$ cat config.mk
export PLATFORM = sky130hd
export DESIGN_NAME = det_matrix_loader
export DESIGN_NICKNAME = d
export VERILOG_FILES = /design/src/rtl/det_matrix_loader.sv
export SDC_FILE = /design/constraint.sdc
export NUM_CORES = 1
export LEC_CHECK = 0
export ABC_AREA = 1
export BUFFER_PORTS_ARGS = -buffer_cell sky130_fd_sc_hd__clkbuf_2
export CAP_MARGIN = 5
export CORE_ASPECT_RATIO = 1.25
export CORE_MARGIN = 2
export CORE_UTILIZATION = 40
export CTS_CLUSTER_SIZE = 28
export DETAILED_ROUTE_END_ITERATION = 12
export PLACE_DENSITY_LB_ADDON = 0.3
export SETUP_SLACK_MARGIN = 0.02
export SLEW_MARGIN = 20
export SYNTH_ARGS = -nofsm -noshare
export SYNTH_HDL_FRONTEND = slang
export SYNTH_SLANG_ARGS = --single-unit
$ cat constraint.sdc
create_clock -name clk -period 2.05 [get_ports clk]
set_input_delay 0.1025 -clock clk [delete_from_list [all_inputs] [get_ports clk]]
set_output_delay 0.1025 -clock clk [all_outputs]
set_load 0.02 [all_outputs]
$ cat src/rtl/det_matrix_loader.sv
// Byte-stream operand loader for the 4x4 determinant unit.
// Streams sixteen signed elements in, starts the unit, and returns its result.
module det_matrix_loader #(
  parameter int TIMEOUT = 64
) (
  input  logic        clk,
  input  logic        rst_n,
  input  logic [7:0]  in_data,
  input  logic        in_valid,
  output logic        in_ready,
  input  logic        flush,
  output logic [7:0]  a,
  output logic [7:0]  b,
  output logic [7:0]  c,
  output logic [7:0]  d,
  output logic [7:0]  e,
  output logic [7:0]  f,
  output logic [7:0]  g,
  output logic [7:0]  h,
  output logic [7:0]  i,
  output logic [7:0]  j,
  output logic [7:0]  k,
  output logic [7:0]  l,
  output logic [7:0]  m,
  output logic [7:0]  n,
  output logic [7:0]  o,
  output logic [7:0]  p,
  output logic        det_start,
  input  logic        det_done,
  input  logic [15:0] det_result,
  output logic [15:0] res_data,
  output logic        res_err,
  output logic        res_valid,
  input  logic        res_ready,
  output logic        busy
);

  typedef enum logic [1:0] {
    LOAD,
    START,
    WAIT,
    HOLD
  } state_t;

  localparam logic [7:0] WD_MAX = 8'(TIMEOUT - 1);

  state_t     state;
  logic [3:0] cnt;
  logic [7:0] wd;
  logic [7:0] elem [16];

  assign in_ready  = (state == LOAD);
  assign det_start = (state == START);
  assign busy      = (state == START) || (state == WAIT);

  assign a = elem[0];
  assign b = elem[1];
  assign c = elem[2];
  assign d = elem[3];
  assign e = elem[4];
  assign f = elem[5];
  assign g = elem[6];
  assign h = elem[7];
  assign i = elem[8];
  assign j = elem[9];
  assign k = elem[10];
  assign l = elem[11];
  assign m = elem[12];
  assign n = elem[13];
  assign o = elem[14];
  assign p = elem[15];

  always_ff @(posedge clk or negedge rst_n) begin
    if (!rst_n) begin
      state     <= LOAD;
      cnt       <= '0;
      wd        <= '0;
      res_data  <= '0;
      res_err   <= 1'b0;
      res_valid <= 1'b0;
      for (int x = 0; x < 16; x++) begin
        elem[x] <= '0;
      end
    end else begin
      unique case (state)
        LOAD: begin
          if (flush) begin
            cnt <= '0;
          end else if (in_valid) begin
            elem[cnt] <= in_data;
            cnt       <= cnt + 4'd1;
            if (cnt == 4'd15) begin
              state <= START;
            end
          end
        end
        START: begin
          wd    <= '0;
          state <= WAIT;
        end
        WAIT: begin
          // a done arriving on the last watchdog cycle still wins
          if (det_done) begin
            res_data  <= det_result;
            res_err   <= 1'b0;
            res_valid <= 1'b1;
            state     <= HOLD;
          end else if (wd == WD_MAX) begin
            res_data  <= '0;
            res_err   <= 1'b1;
            res_valid <= 1'b1;
            state     <= HOLD;
          end else begin
            wd <= wd + 8'd1;
          end
        end
        HOLD: begin
          if (res_ready) begin
            res_valid <= 1'b0;
            state     <= LOAD;
          end
        end
      endcase
    end
  end

endmodule

# [Yosys cells after proc, flatten, opt, wreduce, memory -nomap -nowiden]
# Index checks and enable logic that the tools add are counted.
# Widths: inputs -> output; s select.
[totals] ff_bits=160 in_bits=30 output_inout_bits=149 elab_cells=75
[op_classes] add_sub_neg=2 magnitude_cmp=2 n_eq_ne=12 mux=22 bitwise_logic=2 reduce_logical=13
[op_table] cell="$bwmux 128" count=1
[op_table] cell="$demux 8 s4" count=1
[op_table] cell="$mux 16" count=2
[op_table] cell="$mux 8" count=3
[op_table] cell="$pmux 8 s2" count=1
[op_table] cell="$mux 2" count=6
[op_table] cell="$ne 2x2->1 const B" count=5
[op_table] cell="$reduce_and 3->1" count=3
[op_table] cell="$add 8x1->8 const B" count=1
[op_table] cell="$eq 8x6->1 const B" count=1
[op_table] cell="$mux 4" count=2
[op_table] cell="$pmux 2 s4" count=1
[op_table] cell="$reduce_bool 2->1" count=4
[op_table] cell="$ge 5x5->1 const B" count=1
[op_table] cell="$lt 5x1->1 const B" count=1
[op_table] cell="$not 4->5" count=1
[op_table] cell="$reduce_and 5->1" count=1
[op_table] cell="$add 4x1->4 const B" count=1
[op_table] cell="$eq 2x2->1 const B" count=2
[op_table] cell="$eq 4x4->1 const B" count=1
[op_table] cell="$mux 1" count=4
[op_table] cell="$reduce_and 2->1" count=2
[op_table] cell="$ne 3x2->1 const B" count=1
[op_table] cell="$eq 2x1->1 const B" count=1
[op_table] cell="other kinds (6)" count=6

# [Longest topological paths before layout]
# Gate-level depths: netlist of run 1.
[depth] ltp_word=6 depth_mapped=9 mapped_depth_nobuf=8

# [Worst setup path before layout of run 1]
# Ideal clock, no wire load.
[synth_timing] path_type="flip-flop to flip-flop" start="register state[0]" end="register elem (netlist bit f[5])" setup_ns=0.131 t_arrival_ns=1.440 required_time_ns=1.919 path_slack_ns=0.479 path_stages_with_launch=10 n_path_buf=2 period_less_slack_ns=1.571 cell_sequence="dfrtp_1 inv_1 ha_1 nand3_4 inv_4 buf_12 nand4_4 buf_2 nand2_1 o21ai_1"
[synth_between] elab_chain_cells=2
[synth_lines] item="from (decl)" line_no="47" text="state_t state;"
[synth_lines] item="from (signal assigned)" line_no="75" text="state <= LOAD;"
[synth_lines] item="from (signal assigned)" line_no="93" text="state <= START;"
[synth_lines] item="from (signal assigned)" line_no="99" text="state <= WAIT;"
[synth_lines] item="$logic_not 2->1" line_no="85" text="unique case (state)"
[synth_lines] item="$reduce_and 3->1 (no line)"
[synth_lines] item="to (signal, indexed assignment)" line_no="90" text="elem[cnt] <= in_data;"
[synth_lines] item="to (decl)" line_no="50" text="logic [7:0] elem [16];"
# Every way passes these cells.
# A chain may end at the register's enable or synchronous reset.

# [Worst setup path after layout of run 1]
[layout_timing] start="register state[0]" end="register elem (netlist bit c[7])"
# The elaborated chain is that of the path after synthesis.

==> impl_metrics.py, run 1 <==
metrics = {
    "global_routing": {
        "grt_pass1_vias": 4913,
        "grt_max_degree": 62,
        "grt_overflow": 0,
        "grt.total_usage_pct": 19.8,
        "grt_pass1_wl_um": 26700,
        "antenna_found_initial": 0,
    },
    "run": {
        "cap_violations": 0,
    },
    "clocking": {
        "htreeDepth": 4,
        "clkSlewWorstSetupHoldPaths_ns": 0.06,
        "clkSinkCount": 160,
        "numCtsBuffers": 17,
        "cts_tree": "built",
        "insertion_delay_ns": 0.42,
        "clockBufferDepth": 2,
        "cts_root_buffer": "clkbuf_16",
    },
    "drt": {
        "drtAntennaViolNets": 0,
        "drcViolationCount": 0,
        "first_iter_violations": 417,
        "routed_via_density": 4.79,
        "via_count": 5116,
        "wl_um": 16500,
        "avgRoutedWirePerCell_um": 15.5,
        "first_pass_iters": 4,
    },
    "critical_path": {
        "crit_required_ns": 2.32,
        "crit_arrival_ns": 2.10,
        "cpPeakStageDelay_ns": 0.41,
        "worst_setup_path_startpoint": "state[0]",
        "crit_path_start_kind": "register",
        "critPathKind": "register to register",
        "worst_path_max_delay_cell": "dfrtp_1",
        "crit_chain": "inv_1 -> ha_1 -> nand3_4 -> inv_4 -> nand4_2 -> nand2_1 -> o21ai_0",
        "critPathCaptureType": "register",
        "r2r_start": "state[0]",
        "crit_path_max_fanout": 16,
    },
    "finish": {
        "drive_above_1_share_pct": 29.7,
        "areaGrowthSynthToFinish_pct": 28.6,
        "largest_reg_flops": 16,
        "regMostFlops": "res_data",
        "antenna_cells": 0,
        "layout_common_cells": "nand2_1 (202), clkbuf_2 (177), dfrtp_1 (160)",
        "nets": 879,
        "mostFrequentLayoutCell": "nand2_1",
    },
    "yosys": {
        "avgSynthCellArea_um2": 10.1,
        "ys_ff_latch": 160,
        "yosysUniqueCellTypes": 28,
        "ys_async_sr_fraction_pct": 100,
        "synth_cells": 646,
        "syn_area_mm2": 0.00653,
        "synth_seq_area_share_pct": 61.3,
        "syn_nets": 686,
        "synth_edf_count": 0,
        "yosysWarnings": 0,
        "ys.flop_type": "dfrtp_1",
    },
    "sta": {
        "slew_viol_final": 0,
        "worstMarginPinSlew_ns": 0.755,
        "finalHoldWorstSlack_ns": 0.0324,
        "finClkSkew_ns": 0.0139,
        "setup_viol": 0,
        "hold_violations": 0,
        "finalSetupTns_ns": 0,
        "fin_crit_ns": 1.83,
        "finalCritPeriodShare_pct": 89.2,
        "grt_setup_unrepaired": "false",
        "slew-limit-headroom_pct": 49.6,
        "max_freq_ghz": 0.547,
    },
    "floorplanning": {
        "die_y_um": 147,
        "core_mm2": 0.0161,
        "dieWidth_um": 118,
        "io_pins": 179,
        "initial_core_util_pct": 40.6,
        "rows": 52,
        "die_area_mm2": 0.0174,
    },
    "power_and_ir_drop": {
        "p_per_area_mw_per_mm2": 1260,
        "power_frac_seq_pct": 39.5,
        "power.leakage_nw": 4.27,
        "internal_power_mw": 6.73,
        "clkPwrFrac_pct": 31.4,
        "p_sw_share_pct": 36.5,
        "p_sw_mw": 3.87,
        "ir_drop_mv": 0.559,
        "power_frac_comb_pct": 29.0,
    },
    "hold_path": {
        "hold_path_class": "input port to register",
        "hold_start": "flush",
    },
    "place": {
        "port_buffers": 178,
        "routabilityCongestion": 0.791,
        "dp_hpwl_um": 11100,
    },
    "run_status": {
        "outcome": "complete, no violations",
    },
}
==> stage by stage <==
stage	power (mW)	std cells	area [um^2]	setup slack, ns	util (%)
floorplan	6.28	646	6530	0.479	-
global placement	7.27	1019	7590	0.221	47.3
detailed placement	7.33	1019	7590	0.176	47.3
CTS	10.7	1068	8390	0.166	52.2
global route	11.2	1068	8390	0.0355	52.2
finish	10.6	1068	8390	0.221	52.2
==> final cells by class <==
type / instances / area (um^2)
clock buffer: 17 / 425
clock inverter: 15 / 198
fill: 1499 / 7680
inverter: 30 / 126
multi-input combinational: 424 / 2190
sequential: 160 / 4000
tap: 216 / 270
timing repair buffer: 206 / 1170
==> Yosys cell counts, types with 2 or more instances <==
| library cell | n | share of area (%) |
|---|---|---|
| nand3_1 | 28 | 2.1 |
| nand4_4 | 9 | 2.9 |
| buf_2 | 14 | 1.1 |
| nand4_2 | 2 | 0.38 |
| or2_2 | 2 | 0.19 |
| inv_2 | 3 | 0.17 |
| buf_6 | 6 | 1.0 |
| nand3_4 | 6 | 1.6 |
| ha_1 | 10 | 1.9 |
| inv_1 | 24 | 1.4 |
| nand2_1 | 202 | 12 |
| nand2_2 | 2 | 0.19 |
| nor2_2 | 2 | 0.19 |
| buf_4 | 2 | 0.23 |
| nor2_1 | 8 | 0.46 |
| o21ai_1 | 75 | 5.8 |
| a21oi_1 | 7 | 0.54 |
| clkbuf_1 | 9 | 0.52 |
| dfrtp_1 | 160 | 61 |
| o21ai_0 | 67 | 5.1 |
==> per-layer routing <==
layer  global-route usage [%]  vias up  part of all wire [%]  wire [um]
li1                         -     2517                     -          -
met1                     25.5     2409                    42       7010
met2                     33.4      164                    51       8350
met3                     3.49       26                   5.1        842
met4                     7.11        0                   1.9        310
met5                        0        -                     0          0
==> cell families (layout without fill, tap and decap cells) <==
group | count (synthesis) | count (layout) | share of synthesized area, %
fa+ha+maj | 10 | 10 | 1.92
flops | 160 | 160 | 61.3
buf+inv | 62 | 268 | 5.04
compound gates | 150 | 150 | 11.6
simple gates | 264 | 264 | 20.1
==> critical path, delay by kind of cell, from the launching register on <==
family                   cells  cell delay, ns
AND/OR/NAND/NOR              3            0.58
buffers and inverters        2            0.36
adder cells (fa/ha/maj)      1            0.23
flip-flops                   1            0.41
AO/OA/AOI/OAI                1            0.08
==> path summary, 6_finish.rpt <==
check | to | slack (ns) | cells after the start
setup / recovery | c[7] | 0.22 | 7
hold / removal | cnt[3] | 0.03 | 4
setup reg to reg | c[7] | 0.22 | 7
hold reg to reg | i[0] | 0.48 | 2
max in group asynchronous | m[6] | 1.11 | 3
min in group asynchronous | k[7] | 0.22 | 2
==> repair_timing <==
action,CTS,global route
endpoints found under the hold margin,74,0
endpoints found under the setup margin,0,12
hold buffers,17,0
gates resized for setup,0,1
setup buffers,0,0
==> power by group through the flow <==
stage	sequential [mW]	combinational (mW)	clock, mW
finish	4.19	3.08	3.33
global route	4.27	3.41	3.53
global placement	4.24	3.03	0
CTS	4.19	3.12	3.40
floorplan	4.90	1.38	0
detailed placement	4.23	3.09	0
(Power assumes the default switching activity.)
==> run 2: changes to the inputs <==
- ABC_AREA: 1 -> default
==> run 2 against run 1 <==
Compared with the run above:
- routed wire length fell by 1.2%
- sequential power rose by 3%
- register-to-register slack got worse by 0.095 ns
- clock-buffer cell count rose by 2
- worst setup slack got worse by 0.095 ns
- combinational power rose by 12%
- synthesized area rose by 3.0%
- cell area rose by 3.2%
- final cell count fell by 18%
- maximum frequency fell by 4.9%
- highest routed layer unchanged
- largest cell class unchanged
- clock power fell by 4%
- via count fell by 14%
==> impl_metrics.py, run 2 <==
metrics = {
    "run_status": {
        "outcome": "complete, no violations",
    },
    "sta": {
        "finalSetupTns_ns": 0,
        "slew_viol_final": 0,
        "fin_crit_ns": 1.92,
        "finClkSkew_ns": 0.00974,
        "hold_violations": 0,
        "max_freq_ghz": 0.520,
        "grt_setup_unrepaired": "false",
        "worstMarginPinSlew_ns": 0.597,
        "setup_viol": 0,
        "slew-limit-headroom_pct": 60.2,
        "finalHoldWorstSlack_ns": 0.0489,
        "finalCritPeriodShare_pct": 93.8,
    },
    "floorplanning": {
        "die_y_um": 149,
        "dieWidth_um": 120,
        "die_area_mm2": 0.0179,
        "rows": 53,
        "io_pins": 179,
        "initial_core_util_pct": 40.4,
        "core_mm2": 0.0166,
    },
    "yosys": {
        "synth_edf_count": 0,
        "syn_nets": 477,
        "yosys-top-cells-count": "dfrtp_1 (160), mux2_2 (117), a22o_1 (18)",
        "yosysUniqueCellTypes": 47,
        "yosysTopAreaCellShare_pct": 59.5,
        "yosysMostFrequentCell": "dfrtp_1",
        "syn_area_mm2": 0.00672,
        "netlist_top_cells_area": "dfrtp_1 (60%), mux2_2 (20%), nor2_8 (3.6%), a22o_1 (2.3%), ha_1 (1.9%)",
        "ys.flop_type": "dfrtp_1",
        "synth_seq_area_share_pct": 59.5,
        "ys_ff_latch": 160,
        "yosysWarnings": 0,
        "yosysTopAreaCell": "dfrtp_1",
        "ys_async_sr_fraction_pct": 100,
        "synth_cells": 437,
        "avgSynthCellArea_um2": 15.4,
    },
    "clocking": {
        "clkSinkCount": 160,
        "clkSlewWorstSetupHoldPaths_ns": 0.06,
        "htreeDepth": 4,
        "insertion_delay_ns": 0.43,
        "post_cts_buffers": 0,
        "numCtsBuffers": 17,
        "cts-resized-gates": 0,
        "clockBufferDepth": 2,
        "cts_tree": "built",
        "cts_root_buffer": "clkbuf_16",
    },
    "run": {
        "cap_violations": 0,
    },
    "critical_path": {
        "worst_path_max_delay_cell": "dfrtp_1",
        "crit_path_start_kind": "register",
        "crit_chain": "inv_1 -> ha_1 -> and3b_1 -> buf_12 -> nand2_8 -> nor2_8 -> mux2_2",
        "crit_arrival_ns": 2.23,
        "critPathKind": "register to register",
        "worst_setup_path_startpoint": "state[0]",
        "crit_required_ns": 2.36,
        "r2r_start": "state[0]",
        "crit_family": "simple AND/OR/NAND/NOR gates",
        "cpPeakStageDelay_ns": 0.40,
        "critPathCaptureType": "register",
        "crit_path_max_fanout": 8,
        "path_buf_inv": 2,
    },
    "global_routing": {
        "grt_pass1_vias": 4534,
        "grt_overflow": 0,
        "grt.total_usage_pct": 18.9,
        "antenna_found_initial": 0,
        "grt_pass1_wl_um": 25600,
        "grt_max_degree": 61,
    },
    "drt": {
        "avgRoutedWirePerCell_um": 18.6,
        "routed_via_density": 5.01,
        "first_pass_iters": 4,
        "drtAntennaViolNets": 0,
        "first_iter_violations": 191,
        "wl_um": 16300,
        "drcViolationCount": 0,
        "via_count": 4383,
    },
    "place": {
        "dp_hpwl_um": 11200,
        "port_buffers": 178,
        "routabilityCongestion": 0.738,
    },
    "finish": {
        "largest_reg_flops": 16,
        "drive_above_1_share_pct": 56.2,
        "multi_input_area_mm2": 0.00256,
        "mostFrequentLayoutCell": "clkbuf_2",
        "n_fill_cell": 1394,
        "nets": 682,
        "seqCellArea_mm2": 0.00400,
        "antenna_cells": 0,
        "layout_common_cells": "clkbuf_2 (177), dfrtp_1 (160), mux2_2 (117)",
        "regMostFlops": "res_data",
        "areaGrowthSynthToFinish_pct": 28.8,
    },
    "power_and_ir_drop": {
        "p_per_area_mw_per_mm2": 1260,
        "power.leakage_nw": 4.76,
        "ir_drop_mv": 0.874,
    },
    "hold_path": {
        "hold_path_class": "input port to register",
        "hold_start": "in_valid",
    },
}
## run 2: path summary, 6_finish.rpt
check,to,slack (ns),cells after the start
min in group asynchronous,m[7],0.24,2
max in group asynchronous,l[0],1.14,3
setup reg to reg,l[4],0.13,7
hold reg to reg,f[6],0.49,1
hold / removal,cnt[2],0.05,3
setup / recovery,l[4],0.13,7
## run 2: cell type report
type	count	area share [%]
Multi-Input combinational cell	248	29.5
Clock inverter	13	1.73
Clock buffer	19	5.23
Tap cell	220	3.18
Inverter	10	0.433
Timing Repair Buffer	205	13.7
Sequential cell	160	46.2
## run 2: logic make-up (layout without fill, tap and decap cells)
logic type	count (synthesis)	count (layout)	share of synthesized area [%]
flops	160	160	59.5
mux	131	131	22.4
simple gates	63	63	8.97
compound gates	44	44	4.86
buf+inv	29	247	2.40
fa+ha+maj	10	10	1.86
## run 2: timing repair
item	4_1_cts	5_1_grt
setup endpoints to repair	0	3
endpoints found under the hold margin	75	0
hold buffers	19	0
## run 2: worst register-to-register path, cell delays in order, from the launching register on
cell and delay, ns:
dfrtp_1 0.40, inv_1 0.13, ha_1 0.18, and3b_1 0.22, buf_12 0.18, nand2_8 0.10, nor2_8 0.24, mux2_2 0.37
## run 2: per-layer routing
metal	part of all wire [%]	vias to the layer above	GRT usage [%]	wire length, um
met5	0	-	0	0
met4	1.8	0	6.82	299
met3	5.9	20	4.89	957
met2	51	164	32.2	8260
met1	42	2227	23.3	6790
li1	-	1972	-	-
## run 2: metrics by stage
| stage | utilization, % | setup WS [ns] | power [mW] | instances | instance area, um^2 |
|---|---|---|---|---|---|
| 2_1_floorplan | - | 0.290 | 6.60 | 437 | 6720 |
| 3_3_place_gp | 47.3 | 0.131 | 7.70 | 824 | 7870 |
| 3_5_place_dp | 47.3 | 0.0986 | 7.80 | 824 | 7870 |
| 4_1_cts | 52.0 | 0.0950 | 11.1 | 875 | 8660 |
| 5_1_grt | 52.0 | 0.0280 | 11.5 | 875 | 8660 |
| 6_report | 52.0 | 0.126 | 10.9 | 875 | 8660 |
## run 2: report_power, final
| group | switching [mW] | internal (mW) |
|---|---|---|
| Sequential | 0.441 | 3.87 |
| Clock | 1.32 | 1.88 |
| Combinational | 2.13 | 1.31 |
| Total | 3.88 | 7.06 |
==> run 3: changes to the inputs <==
--- a/config.mk
+++ b/config.mk
@@ -14,4 +14,5 @@
 export DETAILED_ROUTE_END_ITERATION = 12
 export PLACE_DENSITY_LB_ADDON = 0.3
+export RECOVER_POWER = 25
 export SETUP_SLACK_MARGIN = 0.02
 export SLEW_MARGIN = 20
==> constraint.sdc (replaced) <==
create_clock -name clk -period 2.05 [get_ports clk]
set_input_delay 0.1025 -clock clk [delete_from_list [all_inputs] [get_ports clk]]
set_output_delay 0.1025 -clock clk [all_outputs]
set_load 0.01 [all_outputs]
==> run 3 against run 2 <==
Compared with the run above:
- the run now ends with capacitance limit, slew limit left
- routed wire length hardly changed
- global-route usage stayed put
- sequential power hardly changed
- critical path type unchanged
- largest cell class unchanged
- highest routed layer unchanged
==> impl_metrics.py, run 3 (synthesized netlist as in run 2, its figures left out) <==
metrics = {
    "critical_path": {
        "worst_path_max_delay_cell": "dfrtp_1",
        "critPathKind": "register to register",
        "crit_arrival_ns": 2.23,
        "cpPeakStageDelay_ns": 0.40,
        "crit_required_ns": 2.36,
        "path_buf_inv": 2,
        "crit_family": "simple AND/OR/NAND/NOR gates",
        "r2r_start": "state[0]",
        "crit_path_start_kind": "register",
        "critPathCaptureType": "register",
        "crit_path_max_fanout": 8,
        "crit_chain": "inv_1 -> ha_1 -> and3b_1 -> buf_12 -> nand2_8 -> nor2_8 -> mux2_2",
        "worst_setup_path_startpoint": "state[0]",
    },
    "drt": {
        "routed_via_density": 5.01,
        "avgRoutedWirePerCell_um": 18.6,
        "via_count": 4384,
        "first_iter_violations": 192,
        "drcViolationCount": 0,
        "drtAntennaViolNets": 0,
        "wl_um": 16300,
        "first_pass_iters": 4,
    },
    "finish": {
        "mostFrequentLayoutCell": "clkbuf_2",
        "largest_reg_flops": 16,
        "nets": 682,
        "drive_above_1_share_pct": 56.2,
        "areaGrowthSynthToFinish_pct": 28.6,
        "layout_common_cells": "clkbuf_2 (179), dfrtp_1 (160), mux2_2 (117)",
        "regMostFlops": "res_data",
        "antenna_cells": 0,
    },
    "power_and_ir_drop": {
        "p_sw_share_pct": 32.2,
        "ir_drop_mv": 0.810,
        "p_per_area_mw_per_mm2": 1200,
        "internal_power_mw": 7.06,
        "power_frac_comb_pct": 27.9,
        "power.leakage_nw": 4.75,
        "p_sw_mw": 3.35,
        "power_frac_seq_pct": 41.4,
        "clkPwrFrac_pct": 30.7,
    },
    "clocking": {
        "clkSlewWorstSetupHoldPaths_ns": 0.06,
        "post_cts_buffers": 0,
        "clkSinkCount": 160,
        "cts-resized-gates": 0,
        "cts_root_buffer": "clkbuf_16",
        "htreeDepth": 4,
        "numCtsBuffers": 17,
        "insertion_delay_ns": 0.43,
        "clockBufferDepth": 2,
        "cts_tree": "built",
    },
    "sta": {
        "finalSetupTns_ns": 0,
        "grt_setup_unrepaired": "false",
        "fin_crit_ns": 1.92,
        "hold_violations": 0,
        "finalCritPeriodShare_pct": 93.8,
        "slew-limit-headroom_pct": -5.68,
        "setup_viol": 0,
        "max_freq_ghz": 0.520,
        "finClkSkew_ns": 0.00974,
        "setup_slack_ns": 0.127,
        "slew_viol_final": 60,
        "worstMarginPinSlew_ns": 1.59,
    },
    "run_status": {
        "outcome": "complete, but fails checks",
        "violations": "capacitance limit, slew limit",
    },
    "global_routing": {
        "grt_pass1_vias": 4534,
        "grt_max_degree": 61,
        "grt_pass1_wl_um": 25600,
        "grt_overflow": 0,
        "grt.total_usage_pct": 18.9,
        "antenna_found_initial": 0,
    },
    "floorplanning": {
        "rows": 53,
        "io_pins": 179,
        "core_mm2": 0.0166,
        "die_y_um": 149,
        "die_area_mm2": 0.0179,
        "initial_core_util_pct": 40.4,
        "dieWidth_um": 120,
    },
    "place": {
        "routabilityCongestion": 0.738,
        "port_buffers": 178,
        "dp_hpwl_um": 11200,
        "pre_cts_slack_ns": 0.0986,
    },
    "run": {
        "cap_violations": 1,
    },
    "hold_path": {
        "hold_start": "in_valid",
        "hold_path_class": "input port to register",
    },
}
run 3: cell type report:
class                           count  area, um^2
Fill cell                        1399        8000
Sequential cell                   160        4000
Multi-Input combinational cell    248        2560
Timing Repair Buffer              205        1170
Clock buffer                       19         453
Tap cell                          220         275
Clock inverter                     13         150
Inverter                           10        37.5
run 3: stage by stage:
step                util (%)  cell area (um^2)  cells  hold WS (ns)  power [mW]
finish                  51.9              8650    875        0.0489        10.4
global placement        47.3              7870    824         0.121        7.17
detailed placement      47.3              7870    824         0.131        7.27
floorplan                  -              6720    437        -0.193        6.08
global route            51.9              8650    875        0.0782        11.0
CTS                     52.0              8660    875        0.0270        10.5
run 3: worst paths after layout:
check / endpoint / slack, ns / cells after the start
max: l[4] / 0.13 / 7
min: cnt[2] / 0.05 / 3
max reg2reg: l[4] / 0.13 / 7
min reg2reg: f[6] / 0.49 / 1
max in group asynchronous: p[1] / 0.39 / 3
min in group asynchronous: m[7] / 0.62 / 2
run 3: worst register-to-register path, cell delays in order (launching register included):
cell	delay [ns]
dfrtp_1	0.40
inv_1	0.13
ha_1	0.18
and3b_1	0.22
buf_12	0.18
nand2_8	0.10
nor2_8	0.24
mux2_2	0.37
run 3: power groups by stage:
stage	Combinational, mW	Clock, mW	Sequential, mW
after detailed placement	2.93	0	4.34
after global placement	2.86	0	4.31
after CTS	2.96	3.27	4.31
final	2.90	3.20	4.31
after floorplan	1.48	0	4.60
after global routing	3.16	3.42	4.40
run 3: metal layers:
metal | routed length (um) | up-vias | track usage (%)
met2 | 8250 | 164 | 32.2
li1 | - | 1972 | -
met1 | 6800 | 2228 | 23.3
met3 | 957 | 20 | 4.89
met5 | 0 | - | 0
met4 | 299 | 0 | 6.82
run 3: timing repair:
item / CTS / global route
setup endpoints to repair: 0 / 3
endpoints found under the hold margin: 75 / 0
hold buffers: 19 / 0
